$ cat src/rtl/alu_cmd_issuer.sv
// rtl/alu_cmd_issuer.sv - valid/ready command front-end for the 5-bit ALU with settle timer and response register
// Optional sticky carry flag is enabled by defining ALU_CMD_STICKY_EN.
module alu_cmd_issuer #(
    parameter int SETTLE_CYCLES = 1,
    parameter int CNT_W         = 8
) (
    input  logic             clk,
    input  logic             rst,
    input  logic             cmd_valid,
    output logic             cmd_ready,
    input  logic [4:0]       cmd_a,
    input  logic [4:0]       cmd_b,
    input  logic             cmd_op,
    output logic [4:0]       alu_a,
    output logic [4:0]       alu_b,
    output logic             alu_op,
    input  logic [4:0]       alu_r,
    input  logic             alu_cf,
    input  logic             alu_sf,
    input  logic             alu_zf,
    output logic             rsp_valid,
    input  logic             rsp_ready,
    output logic [4:0]       rsp_r,
    output logic             rsp_cf,
    output logic             rsp_sf,
    output logic             rsp_zf,
    output logic [CNT_W-1:0] op_count,
    input  logic             sticky_clr,
    output logic             sticky_cf
);

    typedef enum logic [1:0] {
        ST_IDLE  = 2'd0,
        ST_DRIVE = 2'd1,
        ST_RESP  = 2'd2
    } state_t;

    state_t             state_q, state_d;
    logic [3:0]         cnt_q, cnt_d;
    logic [4:0]         alu_a_q, alu_a_d;
    logic [4:0]         alu_b_q, alu_b_d;
    logic               alu_op_q, alu_op_d;
    logic [4:0]         rsp_r_q, rsp_r_d;
    logic               rsp_cf_q, rsp_cf_d;
    logic               rsp_sf_q, rsp_sf_d;
    logic               rsp_zf_q, rsp_zf_d;
    logic               rsp_valid_q, rsp_valid_d;
    logic [CNT_W-1:0]   op_count_q, op_count_d;
    logic               capture;

    always_comb begin
        state_d     = state_q;
        cnt_d       = cnt_q;
        alu_a_d     = alu_a_q;
        alu_b_d     = alu_b_q;
        alu_op_d    = alu_op_q;
        rsp_r_d     = rsp_r_q;
        rsp_cf_d    = rsp_cf_q;
        rsp_sf_d    = rsp_sf_q;
        rsp_zf_d    = rsp_zf_q;
        rsp_valid_d = rsp_valid_q;
        op_count_d  = op_count_q;
        capture     = 1'b0;
        case (state_q)
            ST_IDLE: begin
                if (cmd_valid) begin
                    alu_a_d  = cmd_a;
                    alu_b_d  = cmd_b;
                    alu_op_d = cmd_op;
                    cnt_d    = 4'(SETTLE_CYCLES - 1);
                    state_d  = ST_DRIVE;
                end
            end
            ST_DRIVE: begin
                if (cnt_q == 4'd0) begin
                    capture     = 1'b1;
                    rsp_r_d     = alu_r;
                    rsp_cf_d    = alu_cf;
                    rsp_sf_d    = alu_sf;
                    rsp_zf_d    = alu_zf;
                    rsp_valid_d = 1'b1;
                    state_d     = ST_RESP;
                end else begin
                    cnt_d = cnt_q - 4'd1;
                end
            end
            ST_RESP: begin
                if (rsp_ready) begin
                    rsp_valid_d = 1'b0;
                    op_count_d  = op_count_q + CNT_W'(1);
                    state_d     = ST_IDLE;
                end
            end
            default: begin
                state_d     = ST_IDLE;
                rsp_valid_d = 1'b0;
            end
        endcase
    end

    always_ff @(posedge clk or posedge rst) begin
        if (rst) begin
            state_q     <= ST_IDLE;
            cnt_q       <= 4'd0;
            alu_a_q     <= 5'd0;
            alu_b_q     <= 5'd0;
            alu_op_q    <= 1'b0;
            rsp_r_q     <= 5'd0;
            rsp_cf_q    <= 1'b0;
            rsp_sf_q    <= 1'b0;
            rsp_zf_q    <= 1'b0;
            rsp_valid_q <= 1'b0;
            op_count_q  <= '0;
        end else begin
            state_q     <= state_d;
            cnt_q       <= cnt_d;
            alu_a_q     <= alu_a_d;
            alu_b_q     <= alu_b_d;
            alu_op_q    <= alu_op_d;
            rsp_r_q     <= rsp_r_d;
            rsp_cf_q    <= rsp_cf_d;
            rsp_sf_q    <= rsp_sf_d;
            rsp_zf_q    <= rsp_zf_d;
            rsp_valid_q <= rsp_valid_d;
            op_count_q  <= op_count_d;
        end
    end

`ifdef ALU_CMD_STICKY_EN
    logic sticky_q, sticky_d;

    // A capture with carry in the same cycle as a clear leaves the flag set.
    always_comb begin
        sticky_d = sticky_q;
        if (sticky_clr) begin
            sticky_d = 1'b0;
        end
        if (capture && alu_cf) begin
            sticky_d = 1'b1;
        end
    end

    always_ff @(posedge clk or posedge rst) begin
        if (rst) begin
            sticky_q <= 1'b0;
        end else begin
            sticky_q <= sticky_d;
        end
    end

    assign sticky_cf = sticky_q;
`else
    logic unused_sticky;
    assign unused_sticky = sticky_clr | capture;
    assign sticky_cf     = 1'b0;
`endif

    assign cmd_ready = (state_q == ST_IDLE);
    assign alu_a     = alu_a_q;
    assign alu_b     = alu_b_q;
    assign alu_op    = alu_op_q;
    assign rsp_r     = rsp_r_q;
    assign rsp_cf    = rsp_cf_q;
    assign rsp_sf    = rsp_sf_q;
    assign rsp_zf    = rsp_zf_q;
    assign rsp_valid = rsp_valid_q;
    assign op_count  = op_count_q;

endmodule

$ cat config.mk
export PLATFORM = sky130hd
export DESIGN_NAME = alu_cmd_issuer
export DESIGN_NICKNAME = d
export VERILOG_FILES = /design/src/rtl/alu_cmd_issuer.sv
export SDC_FILE = /design/constraint.sdc
export NUM_CORES = 1
export LEC_CHECK = 0
export ABC_AREA = 1
export CORE_MARGIN = 2
export CORE_UTILIZATION = 40
export CTS_CLUSTER_DIAMETER = 60
export DETAILED_ROUTE_END_ITERATION = 6
export GPL_ROUTABILITY_DRIVEN = 0
export GPL_TIMING_DRIVEN = 1
export PLACE_DENSITY = 0.81
export SYNTH_ARGS = -nofsm -noshare
export SYNTH_HDL_FRONTEND = slang
export SYNTH_SLANG_ARGS = --single-unit
export TNS_END_PERCENT = 50
$ cat constraint.sdc
create_clock -name clk -period 1.2 [get_ports clk]
set_input_delay 0.18 -clock clk [delete_from_list [all_inputs] [get_ports clk]]
set_output_delay 0.18 -clock clk [all_outputs]
set_load 0.005 [all_outputs]
; Word level (Yosys, flattened, before mapping)
; Index checks and enable logic that the tools add are counted.
[word_totals]
regBits = 34
input_bits = 24
out_inout_bits = 30
[op_classes]
add_sub_neg = 2
eq_ne = 6
n_mux = 10
bitwise_logic = 1
n_reduce_logical = 9
[op_table]
columns = cell, n
row1 = 3-bit AND reduction, 3
row2 = "8-bit by 1-bit adder with 8-bit output, second input constant", 1
row3 = 4-bit 2-to-1 mux, 2
row4 = "2-bit inequality test, second input constant", 4
row5 = 4-bit one-hot mux with 2 select lines, 1
row6 = 2-bit 2-to-1 mux, 3
row7 = 2-bit one-hot mux with 3 select lines, 1
row8 = 2-bit AND reduction, 3
row9 = 4-bit zero test, 1
row10 = "4-bit by 1-bit subtractor with 4-bit output, second input constant", 1
row11 = 1-bit one-hot mux with 3 select lines, 1
row12 = "2-bit by 1-bit equality test with 1-bit output, second input constant", 1
row13 = "2-bit equality test, second input constant", 1
row14 = 2-bit zero test, 1
row15 = 1-bit 2-to-1 mux, 2
row16 = 2-bit nonzero test, 1
row17 = 1-bit inverter, 1

; Logic depth before layout (Yosys ltp)
[logic_depth]
word_depth = 3
mapped_depth = 7
depth_no_buf = 7

; Worst setup path before layout
; OpenSTA, ideal clock, no wires.
[synth_timing]
path_type = register to register
start = register cnt_q[0]
end = register rsp_cf_q (netlist: rsp_cf)
setup_ns = 0.117
t_arrival_ns = 1.040
required_ns = 1.083
path_slack_ns = 0.044
path_stages_with_launch = 8
path_buffers = 0
period_less_slack_ns = 1.156
cell_sequence = dfrtp_1 -> inv_1 -> ha_1 -> nand2_1 -> inv_2 -> nand2_2 -> nand2_1 -> nand2_1
[synth_via]
elab_chain_cells = 2
[synth_lines]
columns = element, line
row1 = from (decl), 39  ; logic [3:0] cnt_q, cnt_d;
row2 = from (signal assigned), 116  ; cnt_q <= cnt_d;
row3 = 4-bit zero test, 75  ; if (cnt_q == 4'd0) begin
row4 = 2-bit AND reduction (no line), n/a
row5 = to (signal assigned), 121  ; rsp_cf_q <= rsp_cf_d;
row6 = to (decl), 44  ; logic rsp_cf_q, rsp_cf_d;
; Every way passes these cells.
; A chain may end at the register's enable or synchronous reset.

; Final worst setup path
[layout_timing]
start = register state_q[0]
end = register cnt_q[2]
[layout_via]
elab_chain_cells = 3
elab_cells_between_ends = 7
cone_classes = eq/ne: 3 / mux: 1 / reduce/logical: 3
[layout_lines]
columns = element, line
row1 = from (decl), 38  ; state_t state_q, state_d;
row2 = from (signal assigned), 115  ; state_q <= state_d;
row3 = 2-bit by 1-bit equality test with 1-bit output or 2-bit zero test (tied branches), 64  ; case (state_q)
row4 = 2-bit inequality test (no line) or 2-bit nonzero test (tied branches), n/a
row5 = 3-bit AND reduction (no line), n/a
; Several ways; a longest one is shown, not always the timed one.

==> flow_summary.json <==
{
  "status": "finished, violations left",
  "violations": "setup timing",
  "cts_root_buf": "clkbuf_8",
  "finalWorstSetupSlack_ns": -0.0242,
  "worst_setup_path_end_kind": "flop",
  "ant_nets": 0,
  "rsz0062_at_grt": "yes",
  "clk_pin_slew_ns": 0.07,
  "arrival_ns": 1.44,
  "finalHoldViolations": 0,
  "clockBufferDepth": 2,
  "overflow": 0,
  "n_antenna_cell": 0,
  "synth_cell_types": 27,
  "coreArea_mm2": 0.00374,
  "syn-num-nets": 204,
  "use_met2_pct": 31.8,
  "clock_sinks": 34,
  "worst-setup-path-type": "reg -> reg",
  "pre_cts_slack_ns": -0.0684,
  "routed_wl_um": 3660,
  "hp-class": "in -> async",
  "grt_use_met3_pct": 6.08,
  "grt_busiest_layer": "met2",
  "irDropWorstVdd_mv": 1.15,
  "worstSkewPairLatency_ns": 0.29,
  "holdWs_ns": 0.238,
  "critPathRequiredTime_ns": 1.42,
  "dieArea_mm2": 0.00448,
  "vias": 1429,
  "layout-drive-gt1-share_pct": 21.7,
  "syn_area_mm2": 0.00158,
  "die_h_um": 66.9,
  "fillers": 328,
  "grt.total_usage_pct": 17.6,
  "crit_fanout": 5,
  "powerDensity_mw_per_mm2": 2240,
  "tns_ns": -0.0251,
  "ys_ff_latch": 34,
  "drt-initial-drc-count": 80,
  "grt_pass1_vias": 1448,
  "finalPower_mw": 5.47,
  "multi_input_area_um2": 717,
  "fp-row-count": 22,
  "final_max_slew_viol_count": 0,
  "nets": 279,
  "syn_inst": 177,
  "port-buffer-count": 51,
  "dp_hpwl_um": 2410,
  "numCtsBuffers": 5,
  "final-setup-viol-count": 3,
  "drv_cap": 0,
  "cts_tree": "built",
  "fin_crit_sh_pct": 102,
  "vias_per_cell": 4.75,
  "start_util_pct": 42.3,
  "wl_per_cell_um": 12.1,
  "avgSynthCellArea_um2": 8.95,
  "grt_pass1_wl_um": 5830,
  "num_io_pins": 54,
  "ys_seq_area_share_pct": 53.7,
  "startpoint_type": "flop",
  "grt_max_degree": 35,
  "period_needed_ns": 1.22,
  "antenna_found_initial": 0,
  "die_x_um": 66.9,
  "p_leak_nw": 1.27,
  "syn2layout_area_growth_pct": 53.9,
  "route.detailed.drc": 0,
  "clock.fmax_ghz": 0.817,
  "drt-pass1-iter-count": 4,
  "final-seq-area_um2": 851,
  "finalClockSkew_ns": 0.00472,
  "yosys_warnings": 0,
  "grt.met1_usage_pct": 18.3,
  "h-tree-depth": 2
}
==> layout make-up <==
cell class	instances	area share (%)
clock inverter	2	0.513
tap	48	2.46
inverter	11	1.90
sequential	34	34.9
timing repair buffer	73	27.4
clock buffer	6	3.39
multi-input combinational	127	29.4
==> cells in the mapped netlist (all sizes together) <==
library cell / n / area, um^2
nand2: 70 / 285
xor2: 3 / 26.3
xnor2: 2 / 25.0
ha: 3 / 37.5
clkbuf: 1 / 3.75
nand3: 26 / 148
o21a: 1 / 7.51
conb: 1 / 3.75
inv: 11 / 41.3
dfrtp: 34 / 851
nand4: 2 / 12.5
a21oi: 1 / 5.00
o21ai: 5 / 25.0
nor2: 10 / 55.1
buf: 4 / 37.5
nor3: 1 / 5.00
nand3b: 2 / 15.0
==> worst paths after layout <==
path	startpoint	endpoint	slack, ns	depth (start not counted)
min in group clk	cmd_a[0]	alu_a[0]$_DFFE_PP0P_	0.44	3
hold / removal	rst	op_count[0]$_DFFE_PP0P_	0.24	3
hold reg to reg	rsp_r[0]$_DFFE_PP0P_	rsp_r[0]$_DFFE_PP0P_	0.47	2
setup / recovery	state_q[0]$_DFFE_PP0P_	cnt_q[2]$_DFFE_PP0P_	-0.02	7
max in group asynchronous	rst	rsp_r[3]$_DFFE_PP0P_	0.79	3
setup reg to reg	state_q[0]$_DFFE_PP0P_	cnt_q[2]$_DFFE_PP0P_	-0.02	7
==> layer usage <==
layer	vias to the layer above	routed length (um)
li1	714	-
met1	664	1430
met2	43	1920
met3	8	241
met4	0	59
met5	-	0
==> state kept, by name, indices dropped and copies added (netlist names) <==
signal,cells
alu_a,5
alu_b,5
alu_op,1
cnt_q,4
op_count,8
rsp_cf,1
rsp_r,5
rsp_sf,1
rsp_valid,1
rsp_zf,1
state_q,2
==> critical path, cell delays in order, from the launching register on <==
cell     delay [ns]
dfrtp_1        0.41
buf_6          0.14
inv_6          0.04
nor2_4         0.21
nand2_4        0.10
nand2_4        0.11
nand3_2        0.07
o21ai_2        0.06
==> where the power goes <==
group / internal (mW) / switching (mW)
Sequential: 1.62 / 0.249
Combinational: 1.33 / 1.39
Clock: 0.461 / 0.425
Total: 3.40 / 2.07
==> timing repair <==
item                                    4_1_cts  5_1_grt
buffers inserted                              6        1
gates resized for setup                      36       18
hold buffers                                  0        0
pin swaps                                     1       10
endpoints found under the setup margin       36       22
==> cell usage in the layout, fill, tap and decap left out, types with 3 or more instances in the layout <==
master           count
inv_1                7
nand2_1             64
nand2_4              4
buf_4               16
nand3_1             22
buf_6                5
dlygate4sd2_1       27
xor2_1               3
clkbuf_8             6
inv_2                3
nor2_1               5
o21ai_0              3
dfrtp_1             34
clkdlybuf4s50_1     22
nor2_4               3
nand3_2              3
==> metrics by stage <==
step	cell area, um^2	std cells	util, %
floorplan	1580	177	-
global placement	2250	287	60.0
detailed placement	2250	287	60.0
CTS	2360	301	63.0
global route	2440	301	65.1
finish	2440	301	65.1
==> cell families (layout without fill, tap and decap cells) <==
group,after synthesis,after routing,synth area share (%)
and+or+nand+nor,111,111,32.9
DFF,34,34,53.7
buffers and inverters,16,92,5.21
AOI/OAI and AO/OA,7,7,2.37
xor gates and xnor gates,5,5,3.24
adders and majority gates,3,3,2.37
other,1,1,0.237
Power figures use the tool's default switching activity.
